===== src/rtl/sbrb_pkg.sv =====
// Shared types and constants for the Sb/Rb pulse driver.
package sbrb_pkg;

  // Driver sequencing: wait for a command, hold one line low, then recover.
  typedef enum logic [1:0] {
    IDLE  = 2'd0,
    PULSE = 2'd1,
    GAP   = 2'd2
  } state_t;

  // Command encoding on cmd_op.
  localparam logic OP_SET = 1'b1;  // pulse Sb, latch ends up Q=1
  localparam logic OP_CLR = 1'b0;  // pulse Rb, latch ends up Q=0

  // Default timing.
  localparam int unsigned PULSE_CYC_DEF = 4;
  localparam int unsigned GAP_CYC_DEF   = 2;

  // Counter width able to hold the larger of the two reload values without wrapping.
  function automatic int unsigned cnt_width(input int unsigned pulse_cyc,
                                            input int unsigned gap_cyc);
    int unsigned longest;
    longest = (pulse_cyc > gap_cyc) ? pulse_cyc : gap_cyc;
    return $clog2(longest) + 1;
  endfunction

endpackage


===== src/rtl/sbrb_pulse_driver_if.sv =====
// Command handshake between control logic and the Sb/Rb pulse driver.
interface sbrb_pulse_driver_if;
  logic cmd_valid;  // command present
  logic cmd_op;     // 1 = set (pulse Sb), 0 = clear (pulse Rb)
  logic cmd_ready;  // driver can accept a command this cycle

  // Requester side.
  modport master (output cmd_valid, output cmd_op, input cmd_ready);
  // Driver side.
  modport slave  (input cmd_valid, input cmd_op, output cmd_ready);
endinterface


===== src/rtl/sbrb_sync2.sv =====
// Two-flop synchronizer for a single asynchronous level signal.
module sbrb_sync2 (
  input  logic clk,
  input  logic rst_n,
  input  logic d,
  output logic q
);

  logic meta;

  // Shift the asynchronous input through two flops to settle metastability.
  always_ff @(posedge clk or negedge rst_n) begin
    if (!rst_n) begin
      meta <= 1'b0;
      q    <= 1'b0;
    end else begin
      meta <= d;
      q    <= meta;
    end
  end

endmodule


===== src/rtl/sbrb_pulse_driver.sv =====
// Initiating end of an active-low Sb/Rb latch interface.
// Each accepted command becomes a PULSE_CYC-long low pulse on Sb (set) or
// Rb (clear), followed by GAP_CYC cycles with both lines high. Sb and Rb are
// plain flop outputs and are never both low.
// Build option SBRB_FEEDBACK_CHECK_EN: synchronize Q_fb/NQ_fb and raise a
// sticky err when the latch does not hold the commanded value at the end of
// the recovery gap. Without it the feedback inputs are ignored and err is 0.
module sbrb_pulse_driver
  import sbrb_pkg::*;
#(
  parameter int unsigned PULSE_CYC = PULSE_CYC_DEF,  // >= 1
  parameter int unsigned GAP_CYC   = GAP_CYC_DEF     // >= 1
) (
  input  logic                 clk,
  input  logic                 rst_n,
  sbrb_pulse_driver_if.slave   cmd,
  output logic                 Sb,
  output logic                 Rb,
  input  logic                 Q_fb,
  input  logic                 NQ_fb,
  output logic                 done,
  output logic                 exp_q,
  output logic                 err
);

  localparam int unsigned CNT_W = cnt_width(PULSE_CYC, GAP_CYC);
  localparam logic [CNT_W-1:0] PULSE_LOAD = CNT_W'(PULSE_CYC - 1);
  localparam logic [CNT_W-1:0] GAP_LOAD   = CNT_W'(GAP_CYC - 1);

  state_t           state, state_n;
  logic [CNT_W-1:0] cnt, cnt_n;
  logic             op, op_n;
  logic             sb_n, rb_n, done_n, exp_q_n, err_n;
  logic             fb_mismatch;

`ifdef SBRB_FEEDBACK_CHECK_EN
  logic q_s, nq_s;

  sbrb_sync2 u_sync_q (
    .clk   (clk),
    .rst_n (rst_n),
    .d     (Q_fb),
    .q     (q_s)
  );

  sbrb_sync2 u_sync_nq (
    .clk   (clk),
    .rst_n (rst_n),
    .d     (NQ_fb),
    .q     (nq_s)
  );

  // The latch should present {Q,NQ} = {op,~op} once the recovery gap ends.
  assign fb_mismatch = ({q_s, nq_s} != {op, ~op});
`else
  logic unused_fb;

  // Feedback is not monitored in this build.
  assign unused_fb   = Q_fb ^ NQ_fb;
  assign fb_mismatch = 1'b0;
`endif

  // Ready is a pure decode of the current state.
  assign cmd.cmd_ready = (state == IDLE);

  // Next-state and next-output decode for the pulse sequencer.
  always_comb begin
    // NOTE: every target gets a default first so no path leaves one unassigned,
    // which would otherwise infer a latch.
    state_n = state;
    cnt_n   = cnt;
    op_n    = op;
    sb_n    = Sb;
    rb_n    = Rb;
    done_n  = 1'b0;
    exp_q_n = exp_q;
    err_n   = err;

    unique case (state)
      IDLE: begin
        if (cmd.cmd_valid && cmd.cmd_ready) begin
          op_n    = cmd.cmd_op;
          sb_n    = ~cmd.cmd_op;   // set drives Sb low
          rb_n    = cmd.cmd_op;    // clear drives Rb low
          cnt_n   = PULSE_LOAD;
          state_n = PULSE;
        end
      end

      PULSE: begin
        if (cnt == '0) begin
          sb_n    = 1'b1;
          rb_n    = 1'b1;
          cnt_n   = GAP_LOAD;
          state_n = GAP;
        end else begin
          cnt_n = cnt - CNT_W'(1);
        end
      end

      GAP: begin
        if (cnt == '0) begin
          state_n = IDLE;
          done_n  = 1'b1;
          exp_q_n = op;
          if (fb_mismatch) begin
            err_n = 1'b1;
          end
        end else begin
          cnt_n = cnt - CNT_W'(1);
        end
      end

      default: begin
        sb_n    = 1'b1;
        rb_n    = 1'b1;
        cnt_n   = '0;
        state_n = IDLE;
      end
    endcase
  end

  // State and output registers; reset aborts any pulse immediately.
  always_ff @(posedge clk or negedge rst_n) begin
    if (!rst_n) begin
      state <= IDLE;
      cnt   <= '0;
      op    <= OP_CLR;
      Sb    <= 1'b1;
      Rb    <= 1'b1;
      done  <= 1'b0;
      exp_q <= 1'b0;
      err   <= 1'b0;
    end else begin
      // NOTE: non-blocking assignments so every flop samples pre-edge values.
      state <= state_n;
      cnt   <= cnt_n;
      op    <= op_n;
      Sb    <= sb_n;
      Rb    <= rb_n;
      done  <= done_n;
      exp_q <= exp_q_n;
      err   <= err_n;
    end
  end

endmodule

===== src/flat_wrapper.sv =====
// flat-port wrapper written by rule: the top's interface ports become plain ports
module sbrb_pulse_driver_flat import sbrb_pkg::*;
#(
  parameter int unsigned PULSE_CYC = PULSE_CYC_DEF,         
  parameter int unsigned GAP_CYC   = GAP_CYC_DEF            
)
  (clk, rst_n, Sb, Rb, Q_fb, NQ_fb, done, exp_q, err, cmd_cmd_valid, cmd_cmd_op, cmd_cmd_ready);
  sbrb_pulse_driver_if cmd_i ();
  input  logic clk;
  input  logic rst_n;
  output logic Sb;
  output logic Rb;
  input  logic Q_fb;
  input  logic NQ_fb;
  output logic done;
  output logic exp_q;
  output logic err;
  input wire logic [$bits(cmd_i.cmd_valid)-1:0] cmd_cmd_valid;
  input wire logic [$bits(cmd_i.cmd_op)-1:0] cmd_cmd_op;
  output wire logic [$bits(cmd_i.cmd_ready)-1:0] cmd_cmd_ready;
  assign cmd_i.cmd_valid = cmd_cmd_valid;
  assign cmd_i.cmd_op = cmd_cmd_op;
  assign cmd_cmd_ready = cmd_i.cmd_ready;
  sbrb_pulse_driver #(.PULSE_CYC(PULSE_CYC), .GAP_CYC(GAP_CYC)) u_core (.clk(clk), .rst_n(rst_n), .cmd(cmd_i), .Sb(Sb), .Rb(Rb), .Q_fb(Q_fb), .NQ_fb(NQ_fb), .done(done), .exp_q(exp_q), .err(err));
endmodule

===== config.mk =====
export PLATFORM = sky130hd
export DESIGN_NAME = sbrb_pulse_driver_flat
export DESIGN_NICKNAME = d
export VERILOG_FILES = /design/src/rtl/sbrb_pkg.sv /design/src/rtl/sbrb_pulse_driver_if.sv /design/src/rtl/sbrb_sync2.sv /design/src/rtl/sbrb_pulse_driver.sv /design/src/flat_wrapper.sv
export SDC_FILE = /design/constraint.sdc
export NUM_CORES = 1
export LEC_CHECK = 0
export ABC_AREA = 1
export ABC_CLOCK_PERIOD_IN_PS = 1250
export CORE_MARGIN = 8
export CORE_UTILIZATION = 34
export DETAILED_ROUTE_END_ITERATION = 10
export MAX_ROUTING_LAYER = met4
export PLACE_DENSITY = 0.65
export SYNTH_ARGS = -nofsm -noshare
export SYNTH_HDL_FRONTEND = slang
export SYNTH_SLANG_ARGS = --single-unit

===== constraint.sdc =====
create_clock -name clk -period 1.25 [get_ports clk]
set_clock_uncertainty 0.05 [all_clocks]
set_input_delay 0.25 -clock clk [delete_from_list [all_inputs] [get_ports clk]]
set_output_delay 0.25 -clock clk [all_outputs]
set_load 0.02 [all_outputs]

-- Yosys cells after proc, flatten, opt, wreduce, memory -nomap -nowiden
Cells that the tools add are included.
- register bits after elaboration: 10
- input bits: 6
- logic and storage cells: 39
- add/subtract/negate cells: 1
- equal/unequal tests: 6
- multiplexer cells: 15
- bitwise operators: 2
- reductions and logical operators: 8
- operators by type and width (operator ; number):
    $mux 3 ; 3
    $pmux 3 s3 ; 1
    $mux 2 ; 3
    $pmux 1 s3 ; 2
    $pmux 2 s3 ; 1
    $reduce_and 2->1 ; 3
    $reduce_and 3->1 ; 2
    $mux 1 ; 5
    $ne 2x1->1 const B ; 2
    $ne 2x2->1 const B ; 2
    $logic_not 3->1 ; 1
    $sub 3x1->3 const B ; 1
    $eq 2x1->1 const B ; 1
    $eq 2x2->1 const B ; 1
    $logic_not 2->1 ; 1
    $not 1->1 ; 2
    $logic_and 1x1->1 ; 1

-- Depth between registers and ports, before layout
Gate-level depths: netlist (run 1).
- depth after elaboration: 4
- mapped depth: 9
- depth with buffers taken out: 9

-- Least setup slack after synthesis (run 1)
OpenSTA, ideal clock, no wires.
- path kind: reg-to-reg
- start point: reg u_core.state[1]
- end point: reg u_core.cnt[2]
- setup time: 116 ps
- data arrival time: 1049 ps
- path slack: 35 ps
- stages on the path, launching flop included: 7
- period minus slack after synthesis: 1215 ps
- path through: dfrtp_1 nor2_2 nand2_1 nand2_2 inv_2 nand2_1 nand2_1
- cells in the longest elaborated chain, start to end: 4
- elaborated cells between the ends (all ways): 8
- classes of those cells: eq/ne: 4; mux: 1; reduce/logical: 3
- RTL lines (what ; line ; text):
    from (decl) ; sbrb_pulse_driver.sv:30 ; state_t state, state_n;
    from (signal assigned) ; sbrb_pulse_driver.sv:136 ; state <= state_n;
    $logic_not 2->1 (*) ; sbrb_pulse_driver.sv:64 ; assign cmd.cmd_ready = (state == IDLE);
    via cmd_cmd_ready ; flat_wrapper.sv:20 ; output wire logic [$bits(cmd_i.cmd_ready)-1:0] cmd_cmd_ready;
    $logic_and 1x1->1 ; sbrb_pulse_driver.sv:81 ; if (cmd.cmd_valid && cmd.cmd_ready) begin
    $ne 2x2->1 (no source line) ; n/a ;
    $reduce_and 2->1 (no source line) ; n/a ;
    to (signal assigned) ; sbrb_pulse_driver.sv:137 ; cnt <= cnt_n;
    to (decl) ; sbrb_pulse_driver.sv:31 ; logic [CNT_W-1:0] cnt, cnt_n;
Mark *: on every way through the listed nets, which the timed path passes. The rest lies on a longest branch.
A chain may end at the register's enable or synchronous reset.

-- Final worst setup path (run 1)
- start point: reg u_core.cnt[0]
- end point: reg u_core.cnt[2]
- cells in the longest elaborated chain, start to end: 3
- elaborated cells between the ends (all ways): 7
- classes of those cells: add/sub: 1; eq/ne: 1; mux: 3; reduce/logical: 2
- RTL lines (what ; line ; text):
    $sub 3x1->3 / $logic_not 3->1 (equally long branches) ; n/a ;
    $mux 3 (tied with other cells) ; sbrb_pulse_driver.sv:102 ; if (cnt == '0) begin
    $pmux 3 s3 / $reduce_and 2->1 (equally long branches) ; n/a ;
Several ways; a longest one is shown, not always the timed one. The select of a mux whose other input is x is not followed.

==> impl_metrics.py, run 1 <==
metrics = {
    "run_status": {
        "status": "complete, but fails checks",
        "failed_checks": "setup timing",
    },
    "synth": {
        "syn_area_um2": 540.5,
        "synth-warning-count": 0,
        "yosysUniqueCellTypes": 16,
        "synth_cells": 72,
        "avgSynthCellArea_um2": 7.507,
        "synth_seq_cells": 10,
        "yosysSeqAreaShare_pct": 46.76,
        "syn_nets": 80,
    },
    "sta": {
        "post-route-min-period_ns": 1.252,
        "setup-violations-final": 1,
        "hold_viol": 0,
        "clock.fmax_mhz": 799.0,
        "rsz0062_at_grt": "true",
        "post-route-period-util_pct": 100.1,
        "drv_slew": 0,
        "whs_ns": 0.2296,
        "setup_slack_ns": -0.001586,
    },
    "place": {
        "port_buffers": 8,
        "place_congestion": 0.7173,
        "dp.cells": 99,
        "hpwl_um": 841.3,
    },
    "final_layout": {
        "syn2layout_area_growth_pct": 44.68,
        "fillers": 146,
        "drive_gt1_share_pct": 41.57,
        "nets": 98,
        "antenna_cells": 0,
        "utilization_pct": 51.91,
        "stdcell_count": 105,
    },
    "floorplanning": {
        "fp.coreArea_um2": 1506,
        "io_pins": 12,
        "dieArea_um2": 3121,
        "initial_core_util_pct": 35.88,
        "rows": 14,
        "fp.dieW_um": 55.87,
        "die_h_um": 55.87,
    },
    "clock_tree": {
        "cts_made_buffers": 3,
        "cts_buffer_depth": 2,
        "cts_sinks": 10,
        "path_clk_slew_ns": 0.07,
        "clockRootBuffer": "clkbuf_4",
        "htreeDepth": 1,
        "worstSkewPairLatency_ns": 0.26,
        "cts_tree": "built",
    },
    "global_route": {
        "track_usage_pct": 8.227,
        "antenna_found_initial": 0,
        "grt_overflow_total": 0,
        "grt_first_pass_wirelength_um": 2001,
        "grt_pass1_vias": 490,
        "grt_max_degree": 11,
    },
    "critical_path": {
        "critPathCaptureType": "flop",
        "worstSetupPathType": "reg2reg",
        "crit_path_start_kind": "flop",
        "critical_path_required_ns": 1.35,
        "critPathArrivalTime_ns": 1.36,
        "cp_max_fo": 2,
    },
    "job": {
        "drv_cap": 0,
    },
    "drt": {
        "dr_wl_met2_um": 568,
        "drt_first_pass_iters": 5,
        "via_per_inst": 4.610,
        "wl_met1_um": 519,
        "post_drt_wl_per_cell_um": 11.02,
        "wl_met3_um": 69,
        "ant_nets": 0,
        "vias": 484,
        "drc": 0,
        "drtIter0Drc": 2,
        "maxUsedRoutingLayer": "met3",
        "wl_um": 1157,
    },
    "pwr": {
        "power.leakage_nw": 0.4234,
        "ir_worst_vdd_uv": 1118,
        "p_per_area_nw_per_um2": 2747,
        "p_total_mw": 2.148,
    },
    "hold_path": {
        "min_path_type": "in2async",
    },
}
-- flip-flops by register name, summed over array words and instances (netlist names) --
| signal | count |
|---|---|
| u_core.cnt | 3 |
| u_core.state | 2 |
| u_core.Rb | 1 |
| u_core.Sb | 1 |
| u_core.done | 1 |
| u_core.exp_q | 1 |
| u_core.op | 1 |
-- per-stage QoR --
stage	area (um2)	worst slack (ns)	TNS (ns)
final	782.0	-0.001586	-0.001586
after global routing	782.0	-0.07971	-0.2191
after CTS	742.0	-0.04303	-0.06563
after detailed placement	663.1	-0.1618	-0.6196
after global placement	663.1	-0.1636	-0.5413
after floorplan	540.5	0.03496	0
-- timing repair --
item                                    CTS  global route
setup buffers                             1             1
gates resized for setup                  29            14
hold buffers                              0             0
pin swaps                                 6             6
endpoints found under the setup margin    8             9
-- metal layers --
| layer | up-vias | track usage, % |
|---|---|---|
| met1 | 227 | 8.399 |
| met3 | 0 | 4.566 |
| met4 | 0 | 2.062 |
| li1 | 245 | - |
| met5 | - | - |
| met2 | 12 | 13.46 |
-- worst paths after layout --
path	from	to	slack, ns	cells after the start
max in group asynchronous	rst_n	u_core.Sb	0.70	2
setup reg to reg	u_core.cnt[0]	u_core.cnt[2]	-0.002	9
hold / removal	rst_n	u_core.state[1]	0.23	2
hold reg to reg	u_core.Sb	u_core.Sb	0.43	2
setup / recovery	u_core.cnt[0]	u_core.cnt[2]	-0.002	9
min in group clk	u_core.Sb	u_core.Sb	0.43	2
-- critical path, cell delays in order (launching register included) --
cell     delay [ns]
dfrtp_1        0.37
inv_2          0.07
buf_6          0.12
ha_4           0.15
nor2_2         0.12
nor2_4         0.06
nand2_1        0.05
nand2_1        0.06
nand2_1        0.06
nand2_1        0.05
-- cell usage after synthesis --
master	number	share of area (%)
o21ai_0	4	3.7
nand3_1	5	4.6
inv_1	15	10
a21boi_1	1	1.4
inv_2	2	1.4
dfrtp_1	8	37
buf_4	1	1.4
nor2_4	1	2.1
nand2_1	21	15
dfstp_2	2	9.7
a21oi_1	1	0.93
nor2_1	4	2.8
nor2_2	1	1.2
conb_1	1	0.69
ha_1	2	4.6
nand2_2	3	3.5
-- cells by family (layout without fill, tap and decap cells) --
family	after synthesis	in the layout	share of synthesized area, %
AO/OA/AOI/OAI	6	6	6.018
flip-flops	10	10	46.76
buffers and inverters	18	35	13.19
other	1	1	0.6938
adder cells (fa/ha/maj)	2	2	4.629
AND/OR/NAND/NOR	35	35	28.70
-- layout by cell type, fill, tap and decap left out, drive strengths merged --
cell type,instances
clkdlybuf4s50,3
a21oi,1
clkdlybuf4s15,1
nand2,24
dfstp,2
conb,1
clkbuf,5
ha,2
nor2,6
buf,9
nand3,5
dfrtp,8
inv,17
o21ai,4
a21boi,1
-- layout make-up --
cell class | instances | area, um2 | area share (%)
sequential | 10 | 252.7 | 32.32
multi-input combinational | 44 | 280.3 | 35.84
timing repair buffer | 14 | 128.9 | 16.48
clock buffer | 4 | 36.28 | 4.640
tap | 16 | 20.02 | 2.560
inverter | 17 | 63.81 | 8.160
-- power by group --
| part | leakage [nW] | internal [mW] | switching (mW) | total [mW] |
|---|---|---|---|---|
| clock network | 0.0210 | 0.177 | 0.110 | 0.287 |
| registers | 0.120 | 0.494 | 0.0999 | 0.594 |
| logic | 0.283 | 0.549 | 0.718 | 1.27 |
| total | 0.423 | 1.22 | 0.928 | 2.15 |
(Power assumes the default switching activity.)
==> inputs of run 2 (changes only) <==
--- a/config.mk
+++ b/config.mk
@@ -5,13 +5,13 @@
 export SDC_FILE = /design/constraint.sdc
 export NUM_CORES = 1
 export LEC_CHECK = 0
-export ABC_AREA = 1
 export ABC_CLOCK_PERIOD_IN_PS = 1250
 export CORE_MARGIN = 8
 export CORE_UTILIZATION = 34
 export DETAILED_ROUTE_END_ITERATION = 10
 export MAX_ROUTING_LAYER = met4
-export PLACE_DENSITY = 0.65
+export PLACE_DENSITY = 0.64
+export SLEW_MARGIN = 20
 export SYNTH_ARGS = -nofsm -noshare
 export SYNTH_HDL_FRONTEND = slang
 export SYNTH_SLANG_ARGS = --single-unit
==> impl_metrics.py, run 2 <==
metrics = {
    "critical_path": {
        "worstSetupPathType": "reg2reg",
        "cp_max_fo": 3,
        "critPathCaptureType": "flop",
        "critical_path_required_ns": 1.37,
        "critPathArrivalTime_ns": 1.42,
        "critPathBufInv": 1,
        "crit_path_start_kind": "flop",
        "crit_chain": "inv_2, ha_4, nor2b_4, a21oi_2, o221a_1",
        "cp_slowest_stage_delay_ns": 0.41,
        "critPathTopFamily": "flip-flops",
        "critical-path-slowest-cell": "dfrtp_1",
    },
    "synth": {
        "yosys.area.top_type": "dfrtp_1",
        "yosysSeqAreaShare_pct": 45.29,
        "synth_cells": 56,
        "ys_async_sr_fraction_pct": 100.0,
        "synth_edf_count": 0,
        "avgSynthCellArea_um2": 9.965,
        "synth_most_common_cell": "dfrtp_1",
        "yosys-top-cells-area": "dfrtp_1 (36%), dfstp_2 (9.4%), ha_1 (4.5%), o32a_1 (3.6%), inv_1 (3.4%)",
        "synth_common_cells": "dfrtp_1 (8), inv_1 (5), nand2_1 (3), nand2b_1 (3), nor2_1 (3)",
        "synth-warning-count": 0,
        "synth_seq_cells": 10,
        "yosysUniqueCellTypes": 29,
        "synth_top_area_share_pct": 35.87,
        "synth_ff_type": "dfrtp_1",
        "syn_nets": 64,
        "syn_area_um2": 558.0,
    },
    "floorplanning": {
        "io_pins": 12,
        "initial_core_util_pct": 36.62,
        "die_h_um": 56.51,
        "dieArea_um2": 3193,
        "fp.dieW_um": 56.51,
        "rows": 14,
        "fp.coreArea_um2": 1524,
    },
    "run_status": {
        "status": "complete, but fails checks",
        "failed_checks": "setup timing",
    },
    "final_layout": {
        "drive_gt1_share_pct": 52.38,
        "nets": 93,
        "top_register": "u_core.cnt",
        "fillers": 138,
        "stdcell_count": 100,
        "antenna_cells": 0,
        "reg_top3": "u_core.cnt x3, u_core.state x2",
        "final_cell_mix": "buf_4 (16), dfrtp_1 (8), buf_6 (6)",
        "multi_input_area_um2": 344.1,
        "regArea_um2": 252.7,
        "largest_reg_flops": 3,
        "postLayoutCellArea_um2": 904.6,
        "syn2layout_area_growth_pct": 62.11,
        "final_common_cell": "buf_4",
    },
    "drt": {
        "drc": 0,
        "wl_um": 1290,
        "ant_nets": 0,
        "drt_first_pass_iters": 4,
        "post_drt_wl_per_cell_um": 12.90,
        "drtIter0Drc": 14,
        "via_per_inst": 5.020,
        "vias": 502,
    },
    "pwr": {
        "p_total_mw": 2.288,
        "ir_worst_vdd_uv": 1277,
        "p_per_area_nw_per_um2": 2529,
        "power.leakage_nw": 0.4206,
    },
    "job": {
        "drv_cap": 0,
    },
    "clock_tree": {
        "cts_sinks": 10,
        "cts_tree": "built",
        "htreeDepth": 1,
        "cts_buffer_depth": 2,
        "path_clk_slew_ns": 0.09,
        "worstSkewPairLatency_ns": 0.27,
        "cts_made_buffers": 3,
        "clockRootBuffer": "clkbuf_4",
    },
    "global_route": {
        "grt_pass1_vias": 520,
        "antenna_found_initial": 0,
        "grt_max_degree": 15,
        "grt_overflow_total": 0,
        "grt_first_pass_wirelength_um": 2201,
        "track_usage_pct": 8.586,
    },
    "sta": {
        "post-route-period-util_pct": 104.7,
        "post-route-min-period_ns": 1.309,
        "setup_slack_ns": -0.05913,
        "clock.fmax_mhz": 763.9,
        "hold_viol": 0,
        "rsz0062_at_grt": "true",
        "drv_slew": 0,
        "setup-violations-final": 5,
        "whs_ns": 0.1996,
    },
    "place": {
        "place_congestion": 0.7525,
        "place_area_um2": 743.2,
        "dp.cells": 90,
        "port_buffers": 8,
        "hpwl_um": 854.3,
        "place_ws_ns": -0.1856,
    },
    "hold_path": {
        "min_path_type": "in2async",
    },
}
[run 2: cell types whose count changed in the layout (fill, tap and decap cells not counted), sizes merged, moves of 3 or more]
cell and delta:
buf +13, nand3 -5, inv -12, nand2 -21, nand2b +3
[run 2: worst reg2reg max path, cell delays in order (launching register included)]
cell and delay [ns]:
dfrtp_1 0.41, inv_2 0.09, ha_4 0.16, nor2b_4 0.18
a21oi_2 0.06, o221a_1 0.24
[run 2: layout make-up]
class | count | share of cell area (%)
Clock buffer | 4 | 4.011
Inverter | 5 | 2.075
Multi-Input combinational cell | 38 | 38.04
Sequential cell | 10 | 27.94
Tap cell | 16 | 2.213
Timing Repair Buffer | 27 | 25.73
[run 2: kinds of logic after synthesis]
family / count (synthesis) / share of synthesized area [%]
buffers and inverters: 8 / 6.949
multiplexers: 2 / 4.708
AND/OR/NAND/NOR: 19 / 20.18
flip-flops: 10 / 45.29
AO/OA/AOI/OAI: 14 / 17.71
other: 1 / 0.6720
adder cells (fa/ha/maj): 2 / 4.484
[run 2: path summary, 6_finish.rpt]
| path | slack (ns) | to | start | cells after the start |
|---|---|---|---|---|
| max | -0.06 | u_core.cnt[0] | u_core.cnt[0] | 5 |
| max in group asynchronous | 0.71 | u_core.Sb | rst_n | 2 |
| min | 0.20 | u_core.cnt[0] | rst_n | 2 |
| min reg2reg | 0.45 | u_core.op | u_core.op | 1 |
| min in group clk | 0.45 | u_core.op | u_core.op | 1 |
| max reg2reg | -0.06 | u_core.cnt[0] | u_core.cnt[0] | 5 |
[run 2: per-layer routing]
layer | up-vias | track usage [%] | wire length (um)
met5 | - | - | 0
met3 | 2 | 3.371 | 79
met1 | 234 | 9.883 | 610
met2 | 18 | 13.17 | 591
met4 | 0 | 3.093 | 9
li1 | 248 | - | -
[run 2: through the flow]
stage	util [%]	TNS, ns
detailed placement	48.77	-1.447
finish	59.36	-0.1712
floorplan	-	-0.07161
global placement	48.77	-1.250
global route	59.36	-0.4290
CTS	55.25	-0.1076
[run 2: where the power goes]
part	internal [mW]	switching, mW
Combinational	0.806	0.626
Sequential	0.467	0.0812
Clock	0.177	0.131
Total	1.45	0.838
[run 2: timing repair]
item                                    4_1_cts  5_1_grt
gates resized for setup                      30       12
pin swaps                                     6        7
hold buffers                                  0        0
endpoints found under the setup margin       13       13
cloned                                        0        0
setup buffers                                 3        3
==> inputs of run 3 (changes only) <==
--- a/config.mk
+++ b/config.mk
@@ -7,10 +7,10 @@
 export LEC_CHECK = 0
 export ABC_CLOCK_PERIOD_IN_PS = 1250
 export CORE_MARGIN = 8
-export CORE_UTILIZATION = 34
+export CORE_UTILIZATION = 42
 export DETAILED_ROUTE_END_ITERATION = 10
 export MAX_ROUTING_LAYER = met4
-export PLACE_DENSITY = 0.64
+export PLACE_DENSITY = 0.76
 export SLEW_MARGIN = 20
 export SYNTH_ARGS = -nofsm -noshare
 export SYNTH_HDL_FRONTEND = slang
==> impl_metrics.py, run 3 (same netlist as run 2, synthesis figures left out) <==
metrics = {
    "clock_tree": {
        "cts_made_buffers": 3,
        "htreeDepth": 1,
        "worstSkewPairLatency_ns": 0.27,
        "cts_buffer_depth": 2,
        "clockRootBuffer": "clkbuf_4",
        "cts_tree": "built",
        "cts_sinks": 10,
        "hold_buffers": 0,
        "path_clk_slew_ns": 0.06,
    },
    "critical_path": {
        "worstSetupPathType": "reg2reg",
        "crit_chain": "inv_2, ha_4, nor2b_4, a21oi_2, o221a_1",
        "critical-path-slowest-cell": "dfrtp_1",
        "critPathCaptureType": "flop",
        "cp_max_fo": 4,
        "cp_slowest_stage_delay_ns": 0.39,
        "critPathArrivalTime_ns": 1.38,
        "critPathTopFamily": "flip-flops",
        "critical_path_required_ns": 1.35,
        "crit_path_start_kind": "flop",
        "critPathBufInv": 1,
    },
    "final_layout": {
        "final_cell_mix": "buf_4 (16), dfrtp_1 (8), buf_6 (7)",
        "drive_gt1_share_pct": 52.94,
        "utilization_pct": 73.87,
        "largest_reg_flops": 3,
        "syn2layout_area_growth_pct": 67.94,
        "reg_top3": "u_core.cnt x3, u_core.state x2",
        "fillers": 80,
        "stdcell_count": 100,
        "top_register": "u_core.cnt",
        "final_common_cell": "buf_4",
        "antenna_cells": 0,
        "nets": 95,
        "postLayoutCellArea_um2": 937.1,
    },
    "sta": {
        "clock.fmax_mhz": 782.0,
        "drv_slew": 0,
        "whs_ns": 0.2105,
        "post-route-min-period_ns": 1.279,
        "hold_viol": 0,
        "setup_tns_ns": -0.08629,
        "rsz0062_at_grt": "true",
        "setup-violations-final": 4,
        "post-route-period-util_pct": 102.3,
        "setup_slack_ns": -0.02879,
    },
    "floorplanning": {
        "rows": 13,
        "fp.dieW_um": 52.45,
        "fp.coreArea_um2": 1269,
        "initial_core_util_pct": 43.98,
        "dieArea_um2": 2751,
        "die_h_um": 52.45,
        "io_pins": 12,
    },
    "global_route": {
        "grt_overflow_total": 0,
        "antenna_found_initial": 0,
        "grt_first_pass_wirelength_um": 2007,
        "track_usage_pct": 9.882,
        "grt_max_degree": 17,
        "grt_pass1_vias": 457,
    },
    "drt": {
        "drt_first_pass_iters": 4,
        "drc": 0,
        "drtIter0Drc": 12,
        "ant_nets": 0,
        "post_drt_wl_per_cell_um": 14.41,
        "vias": 539,
        "wl_um": 1441,
        "via_per_inst": 5.390,
    },
    "run_status": {
        "status": "complete, but fails checks",
        "failed_checks": "setup timing",
    },
    "hold_path": {
        "min_path_type": "in2async",
    },
    "pwr": {
        "p_total_mw": 2.331,
        "power.leakage_nw": 0.4383,
        "p_per_area_nw_per_um2": 2487,
        "ir_worst_vdd_uv": 1276,
    },
    "place": {
        "dp.cells": 90,
        "place_ws_ns": -0.1788,
        "place_congestion": 0.7566,
        "place_area_um2": 749.5,
        "hpwl_um": 869.7,
        "port_buffers": 8,
    },
    "job": {
        "drv_cap": 0,
    },
}
[run 3: repair_timing]
action	4_1_cts	5_1_grt
setup endpoints to repair	13	11
pin swaps	4	6
buffers inserted	1	6
endpoints found under the hold margin	0	0
resized for setup	29	15
[run 3: worst register-to-register path: cells and delay by family, from the launching register on]
kind	cells	cell delay, ns
AO/OA/AOI/OAI	2	0.30
adder cells (fa/ha/maj)	1	0.15
buffers and inverters	1	0.08
flip-flops	1	0.39
AND/OR/NAND/NOR	1	0.19
[run 3: final timing paths]
check                               from       endpoint  slack [ns]  depth (start not counted)
min reg2reg                    u_core.op      u_core.op        0.44                          1
min in group clk           cmd_cmd_valid      u_core.op        0.43                          3
max in group asynchronous          rst_n      u_core.Rb        0.71                          2
max reg2reg                u_core.cnt[1]  u_core.cnt[0]       -0.03                          5
min                                rst_n      u_core.op        0.21                          2
max                        u_core.cnt[1]  u_core.cnt[0]       -0.03                          5
[run 3: power by group]
group          internal (mW)  leakage [nW]  switching, mW  total, mW
sequential             0.468         0.121         0.0835      0.551
combinational          0.888         0.303          0.669       1.56
clock                  0.111        0.0138          0.111      0.222
total                   1.47         0.438          0.864       2.33
[run 3: final cells by class]
type,instances,area [um2],share of cell area (%)
multi-input cells,38,351.6,37.52
repair buffers,29,272.8,29.11
flip-flops and latches,10,252.7,26.97
clock buffers,3,22.52,2.403
inverters,5,18.77,2.003
well taps,15,18.77,2.003
[run 3: metal layers]
metal,wire [um],GRT usage [%]
met4,17,2.586
met3,68,3.693
met2,753,15.42
met1,601,11.64
met5,0,-
